**src/rtl/scrambler_frame_ctrl_if.sv**
```systemverilog
// AXI-Stream beat bundle used on both sides of the scrambler frame sequencer.
interface scrambler_frame_ctrl_if #(
  parameter int WIDTH = 24
);
  logic [WIDTH-1:0] tdata;
  logic             tvalid;
  logic             tready;
  logic             tlast;

  modport master (output tdata, output tvalid, output tlast, input tready);
  modport slave  (input tdata, input tvalid, input tlast, output tready);
endinterface

```
**src/rtl/scrambler_frame_ctrl.sv**
```systemverilog
// Frame sequencer ahead of the scrambler: reseeds via a seed handshake before
// each frame, passes beats through, caps frame length and keeps statistics.
module scrambler_frame_ctrl #(
  parameter int                    WIDTH         = 24,
  parameter int                    SEED_WIDTH    = 7,
  parameter logic [SEED_WIDTH-1:0] SEED_INIT     = 7'b1011101,
  parameter int                    SETTLE_CYCLES = 2,
  parameter int                    MAX_BEATS     = 256
) (
  input  logic                   aclk,
  input  logic                   aresetn,
  scrambler_frame_ctrl_if.slave  s_axis,
  scrambler_frame_ctrl_if.master m_axis,
  output logic [SEED_WIDTH-1:0]  seed_data,
  output logic                   seed_valid,
  input  logic                   seed_ready,
  input  logic                   cfg_seed_auto,
  input  logic                   cfg_seed_wr,
  input  logic [SEED_WIDTH-1:0]  cfg_seed,
  output logic [15:0]            stat_frames,
  output logic                   stat_overlength,
  output logic                   busy
);
  localparam int BW = $clog2(MAX_BEATS);
  localparam int SW = (SETTLE_CYCLES > 1) ? $clog2(SETTLE_CYCLES) : 1;
  localparam logic [BW-1:0]         LAST_BEAT   = BW'(MAX_BEATS - 1);
  localparam logic [SW-1:0]         SETTLE_LOAD = (SETTLE_CYCLES > 0) ? SW'(SETTLE_CYCLES - 1) : '0;
  localparam logic [SEED_WIDTH-1:0] SEED_ONE    = SEED_WIDTH'(1);

  typedef enum logic [2:0] {ST_IDLE, ST_LOAD, ST_SETTLE, ST_PASS, ST_DROP} state_t;

  state_t                  state_reg, state_next;
  logic [SW-1:0]           settle_reg, settle_next;
  logic [BW-1:0]           beat_reg;
  logic [SEED_WIDTH-1:0]   seed_reg;
  logic [SEED_WIDTH-1:0]   seed_plus;
  logic [SEED_WIDTH-1:0]   seed_inc;
  logic [SEED_WIDTH-1:0]   cfg_val;
  logic                    seed_hs;
  logic                    beat_hs;
  logic                    frame_done;
  logic                    overlen;

  // The LFSR must never be seeded with zero, so zero is mapped to one.
  assign seed_plus = seed_reg + 1'b1;
  assign seed_inc  = (seed_plus == '0) ? SEED_ONE : seed_plus;
  assign cfg_val   = (cfg_seed == '0) ? SEED_ONE : cfg_seed;
  assign seed_data = seed_reg;
  assign busy      = (state_reg != ST_IDLE);

  always_comb begin
    state_next      = state_reg;
    settle_next     = settle_reg;
    seed_valid      = 1'b0;
    s_axis.tready   = 1'b0;
    m_axis.tvalid   = 1'b0;
    m_axis.tlast    = 1'b0;
    m_axis.tdata    = '0;
    seed_hs         = 1'b0;
    beat_hs         = 1'b0;
    frame_done      = 1'b0;
    overlen         = 1'b0;
    case (state_reg)
      ST_IDLE: begin
        if (s_axis.tvalid) state_next = ST_LOAD;
      end
      ST_LOAD: begin
        seed_valid = 1'b1;
        if (seed_ready) begin
          seed_hs     = 1'b1;
          settle_next = SETTLE_LOAD;
          state_next  = (SETTLE_CYCLES == 0) ? ST_PASS : ST_SETTLE;
        end
      end
      ST_SETTLE: begin
        if (settle_reg == '0) state_next = ST_PASS;
        else                  settle_next = settle_reg - 1'b1;
      end
      ST_PASS: begin
        m_axis.tdata  = s_axis.tdata;
        m_axis.tvalid = s_axis.tvalid;
        m_axis.tlast  = s_axis.tvalid & (s_axis.tlast | (beat_reg == LAST_BEAT));
        s_axis.tready = m_axis.tready;
        if (s_axis.tvalid && m_axis.tready) begin
          beat_hs = 1'b1;
          if (s_axis.tlast) begin
            frame_done = 1'b1;
            state_next = ST_IDLE;
          end else if (beat_reg == LAST_BEAT) begin
            frame_done = 1'b1;
            overlen    = 1'b1;
            state_next = ST_DROP;
          end
        end
      end
      ST_DROP: begin
        s_axis.tready = 1'b1;
        if (s_axis.tvalid && s_axis.tlast) state_next = ST_IDLE;
      end
      default: state_next = ST_IDLE;
    endcase
  end

  always_ff @(posedge aclk or negedge aresetn) begin
    if (!aresetn) begin
      state_reg  <= ST_IDLE;
      settle_reg <= '0;
      beat_reg   <= '0;
    end else begin
      state_reg  <= state_next;
      settle_reg <= settle_next;
      if (state_reg != ST_PASS) beat_reg <= '0;
      else if (beat_hs)         beat_reg <= beat_reg + 1'b1;
    end
  end

  // A configuration write overrides a same-cycle auto-advance.
  always_ff @(posedge aclk or negedge aresetn) begin
    if (!aresetn)                     seed_reg <= SEED_INIT;
    else if (cfg_seed_wr)             seed_reg <= cfg_val;
    else if (seed_hs && cfg_seed_auto) seed_reg <= seed_inc;
  end

  always_ff @(posedge aclk or negedge aresetn) begin
    if (!aresetn) begin
      stat_frames     <= '0;
      stat_overlength <= 1'b0;
    end else begin
      if (frame_done) stat_frames <= stat_frames + 16'd1;
      if (overlen)    stat_overlength <= 1'b1;
    end
  end
endmodule
```
**src/flat_wrapper.sv**
```systemverilog
// flat-port wrapper written by rule: the top's interface ports become plain ports
module scrambler_frame_ctrl_flat 
#(
  parameter int                    WIDTH         = 24,
  parameter int                    SEED_WIDTH    = 7,
  parameter logic [SEED_WIDTH-1:0] SEED_INIT     = 7'b1011101,
  parameter int                    SETTLE_CYCLES = 2,
  parameter int                    MAX_BEATS     = 256
)
  (aclk, aresetn, seed_data, seed_valid, seed_ready, cfg_seed_auto, cfg_seed_wr, cfg_seed, stat_frames, stat_overlength, busy, s_axis_tdata, s_axis_tvalid, s_axis_tlast, s_axis_tready, m_axis_tdata, m_axis_tvalid, m_axis_tlast, m_axis_tready);
  scrambler_frame_ctrl_if #(.WIDTH(WIDTH)) s_axis_i ();
  scrambler_frame_ctrl_if #(.WIDTH(WIDTH)) m_axis_i ();
  input  logic aclk;
  input  logic aresetn;
  output logic [SEED_WIDTH-1:0] seed_data;
  output logic seed_valid;
  input  logic seed_ready;
  input  logic cfg_seed_auto;
  input  logic cfg_seed_wr;
  input  logic [SEED_WIDTH-1:0] cfg_seed;
  output logic [15:0] stat_frames;
  output logic stat_overlength;
  output logic busy;
  input wire logic [$bits(s_axis_i.tdata)-1:0] s_axis_tdata;
  input wire logic [$bits(s_axis_i.tvalid)-1:0] s_axis_tvalid;
  input wire logic [$bits(s_axis_i.tlast)-1:0] s_axis_tlast;
  output wire logic [$bits(s_axis_i.tready)-1:0] s_axis_tready;
  output wire logic [$bits(m_axis_i.tdata)-1:0] m_axis_tdata;
  output wire logic [$bits(m_axis_i.tvalid)-1:0] m_axis_tvalid;
  output wire logic [$bits(m_axis_i.tlast)-1:0] m_axis_tlast;
  input wire logic [$bits(m_axis_i.tready)-1:0] m_axis_tready;
  assign s_axis_i.tdata = s_axis_tdata;
  assign s_axis_i.tvalid = s_axis_tvalid;
  assign s_axis_i.tlast = s_axis_tlast;
  assign s_axis_tready = s_axis_i.tready;
  assign m_axis_tdata = m_axis_i.tdata;
  assign m_axis_tvalid = m_axis_i.tvalid;
  assign m_axis_tlast = m_axis_i.tlast;
  assign m_axis_i.tready = m_axis_tready;
  scrambler_frame_ctrl #(.WIDTH(WIDTH), .SEED_WIDTH(SEED_WIDTH), .SEED_INIT(SEED_INIT), .SETTLE_CYCLES(SETTLE_CYCLES), .MAX_BEATS(MAX_BEATS)) u_core (.aclk(aclk), .aresetn(aresetn), .s_axis(s_axis_i), .m_axis(m_axis_i), .seed_data(seed_data), .seed_valid(seed_valid), .seed_ready(seed_ready), .cfg_seed_auto(cfg_seed_auto), .cfg_seed_wr(cfg_seed_wr), .cfg_seed(cfg_seed), .stat_frames(stat_frames), .stat_overlength(stat_overlength), .busy(busy));
endmodule
```
**config.mk**
```make
export PLATFORM = sky130hd
export DESIGN_NAME = scrambler_frame_ctrl_flat
export DESIGN_NICKNAME = d
export VERILOG_FILES = /design/src/rtl/scrambler_frame_ctrl_if.sv /design/src/rtl/scrambler_frame_ctrl.sv /design/src/flat_wrapper.sv
export SDC_FILE = /design/constraint.sdc
export NUM_CORES = 1
export LEC_CHECK = 0
export CAP_MARGIN = 20
export CELL_PAD_IN_SITES_DETAIL_PLACEMENT = 1
export CELL_PAD_IN_SITES_GLOBAL_PLACEMENT = 1
export CORE_ASPECT_RATIO = 1.25
export CORE_UTILIZATION = 35
export CTS_BUF_LIST = sky130_fd_sc_hd__clkbuf_4 sky130_fd_sc_hd__clkbuf_8
export DETAILED_ROUTE_END_ITERATION = 6
export PLACE_DENSITY = 0.95
export SYNTH_ARGS = -nofsm -noshare
export SYNTH_HDL_FRONTEND = slang
export SYNTH_SLANG_ARGS = --single-unit
```
**constraint.sdc**
```tcl
create_clock -name aclk -period 3.8 [get_ports aclk]
set_input_delay 0.95 -clock aclk [delete_from_list [all_inputs] [get_ports aclk]]
set_output_delay 0.95 -clock aclk [all_outputs]
set_load 0.005 [all_outputs]
```
==> results by group <==
Global routing
  • Pin count of the biggest net entering global routing: 37
  • Initial antenna violation count: 0
  • Grt ovf: 0
  • GRT Total Usage: 20.3%
  • GR met2 Demand/Resource: 36.6%
  • Vias in the first global route: 2098
  • Global-route wire length before repair: 10300 um
  • Global routing usage on met3: 3.70%
  • GRT Max-Usage Layer: met2
  • Grt met1 use: 23.9%

Floorplanning
  • Row count: 31
  • Die Y: 89.9 um
  • Ports: 92
  • Floorplan Core Area: 0.00586 mm^2
  • Starting Density: 36.9%
  • Die W: 72.3 um
  • Die Footprint: 0.00649 mm^2

Worst hold path
  • Worst Min Path Start: u_core.stat_overlength
  • Worst Hold Path EP: u_core.stat_overlength
  • Hold path depth: 1
  • Hold/Removal Path Class: flop to flop

STA
  • Highest clock rate: 0.293 GHz
  • TNS Setup: 0 ps
  • Relative slew slack: 54.5%
  • Final Cycle Share: 89.9%
  • Final hold slack: 488 ps
  • Worst slew pin tran: 682 ps
  • Final Critical Period: 3420 ps
  • Final setup vio count: 0
  • Clk_skew: 9.30 ps
  • RSZ-0062 raised after global routing: no
  • Max-slew violations: 0
  • Fin. Hold Viols: 0

Pwr
  • Sw Ratio: 34.4%
  • Power share of the clock group: 19.7%
  • Overall Power: 1.42 mW
  • Pwr Density: 441 mW/mm^2
  • Comb pwr share: 44.2%
  • Worst vdd ir: 0.253 mV
  • Static leakage: 1.38 nW
  • Reg power frac: 36.1%
  • Psw: 0.490 mW
  • Pint: 0.933 mW

Logic synthesis
  • Syn nets: 259
  • Post-synth ARST share: 100%
  • Library cells used by synthesis: 48
  • Mapped cell area: 0.00216 mm^2
  • Cell taking the most area after synthesis: dfrtp_1
  • Post-Syn Area per Cell: 9.96 um^2
  • Yosys reg bits: 36
  • Post-synth EDFFs: 0
  • Synth warn: 0
  • Sequential area share after synthesis: 42.0%
  • Cell count after synthesis: 217
  • Yosys top cell area share: 35.9%
  • Main synth FF type: dfrtp_1
  • Most common cell in the netlist: dfrtp_1
  • Top cells by area, synth: dfrtp_1, xor2_1, and2_1
  • Commonest cells post-synth: dfrtp_1, and2_1, nand2_1, xor2_1, nor2_1

Final layout
  • Finished Core Util: 55.1%
  • Post-layout nets: 349
  • Layout fillers: 650
  • Largest register FFs: 16
  • Post-Layout Inst Area: 0.00323 mm^2
  • P&R area growth vs syn: 49.3%
  • # diodes: 0
  • Layout cells sized above 1: 8.44%

Drt
  • ANT nets after route: 0
  • Drt wl/cell: 16.2 um
  • DR vias/cell: 4.99
  • DR iter-0 viols: 48
  • TritonRoute pass-1 iters: 4
  • Post-Route WL: 6320 um
  • Drc violations: 0
  • Routed vias: 1948

Clock tree
  • Clk_lat worst skew: 300 ps
  • H-tree depth: 2
  • CTS buffer count: 5
  • Number of clock sinks: 36
  • # Post-CTS Setup Buffers: 0
  • Clock-pin slew on the worst setup and hold paths: 70 ps
  • TritonCTS clock tree: yes
  • Hold_buf cts: 0
  • CTS resizes: 0
  • Clock Tree Root: clkbuf_8
  • Clock tree buffer depth: 2

Place
  • DP Wirelength: 4890 um
  • Port bufs: 91
  • Final Wtd Congestion: 0.778
  • Post-placement cell area: 0.00313 mm^2

Worst setup path
  • Worst reg2reg path depth: 4
  • CP Launch Type: input pin
  • R2r startpoint: u_core.state_reg[0]
  • Critical Path Sink Type: output port
  • RR Endpoint: u_core.stat_frames[12]
  • R2R Setup Slk: 1430 ps
  • Worst Path Max Fanout: 8
  • CP Data Required Time: 2850 ps
  • CP arrival: 2470 ps
  • Critical path class: input pin to output port

Outcome
  • Status: completed

Job
  • Max-Cap Viols: 0
-- critical path, cell delays in order --
cell and delay [ps]:
clkdlybuf4s50_1 620, nand4b_4 220, nor2_1 170, clkdlybuf4s50_1 510
-- logic make-up (layout without fill, tap and decap cells) --
family / Yosys count / count (layout) / share of synthesized area, %
compound gates: 22 / 22 / 7.93
flops: 36 / 36 / 42.0
xor+xnor: 27 / 27 / 10.9
buf+inv: 14 / 105 / 3.30
simple gates: 110 / 110 / 31.7
mux: 5 / 5 / 2.37
fa+ha+maj: 3 / 3 / 1.74
-- layout by cell type, fill, tap and decap left out, types with 5 or more instances in the layout --
| master | synthesis | routed |
|---|---|---|
| clkdlybuf4s50_1 | 0 | 91 |
| o21ai_0 | 5 | 5 |
| nand4_1 | 5 | 5 |
| and4_1 | 5 | 5 |
| xnor2_1 | 6 | 6 |
| dfrtp_1 | 31 | 31 |
| dfstp_2 | 5 | 5 |
| xor2_1 | 21 | 21 |
| and2_1 | 25 | 25 |
| clkbuf_8 | 0 | 5 |
| nand2_1 | 21 | 21 |
| and3_1 | 5 | 5 |
| nor2_1 | 14 | 14 |
| nor3_1 | 10 | 10 |
-- stage by stage --
| stage | std cells | setup WS, ps |
|---|---|---|
| floorplan | 217 | 1400 |
| global placement | 382 | 443 |
| detailed placement | 382 | 382 |
| CTS | 390 | 368 |
| global route | 390 | 234 |
| finish | 390 | 385 |
-- layer usage --
layer / routed length [um] / part of all wire [%]
met1: 2590 / 41
met2: 3430 / 54
met3: 235 / 3.7
met4: 71 / 1.1
met5: 0 / 0
-- power by group through the flow --
stage,clock network [mW],logic (mW),registers [mW]
final,0.280,0.629,0.514
after global routing,0.306,0.686,0.525
after CTS,0.290,0.643,0.516
after detailed placement,0,0.640,0.523
after global placement,0,0.611,0.518
after floorplan,0,0.312,0.486
-- final cells by class --
class	instances	area, um^2	share of cell area (%)
timing repair buffer	93	926	28.7
sequential	36	907	28.1
clock buffer	5	68.8	2.13
tap	82	103	3.18
clock inverter	3	23.8	0.737
inverter	4	15.0	0.465
multi-input combinational	167	1180	36.7
-- worst max path at each step --
stage                              startpoint       endpoint  slack, ps  cells past startpoint
after detailed placement        s_axis_tvalid   m_axis_tlast        380                      4
after global routing      u_core.state_reg[0]  s_axis_tready        230                      4
after floorplan                  s_axis_tlast   m_axis_tlast       1400                      3
after CTS                       s_axis_tvalid   m_axis_tlast        370                      4
final                           s_axis_tvalid   m_axis_tlast        380                      4
after global placement          s_axis_tvalid   m_axis_tlast        440                      4
No activity file was read; power rests on OpenSTA's default activity.
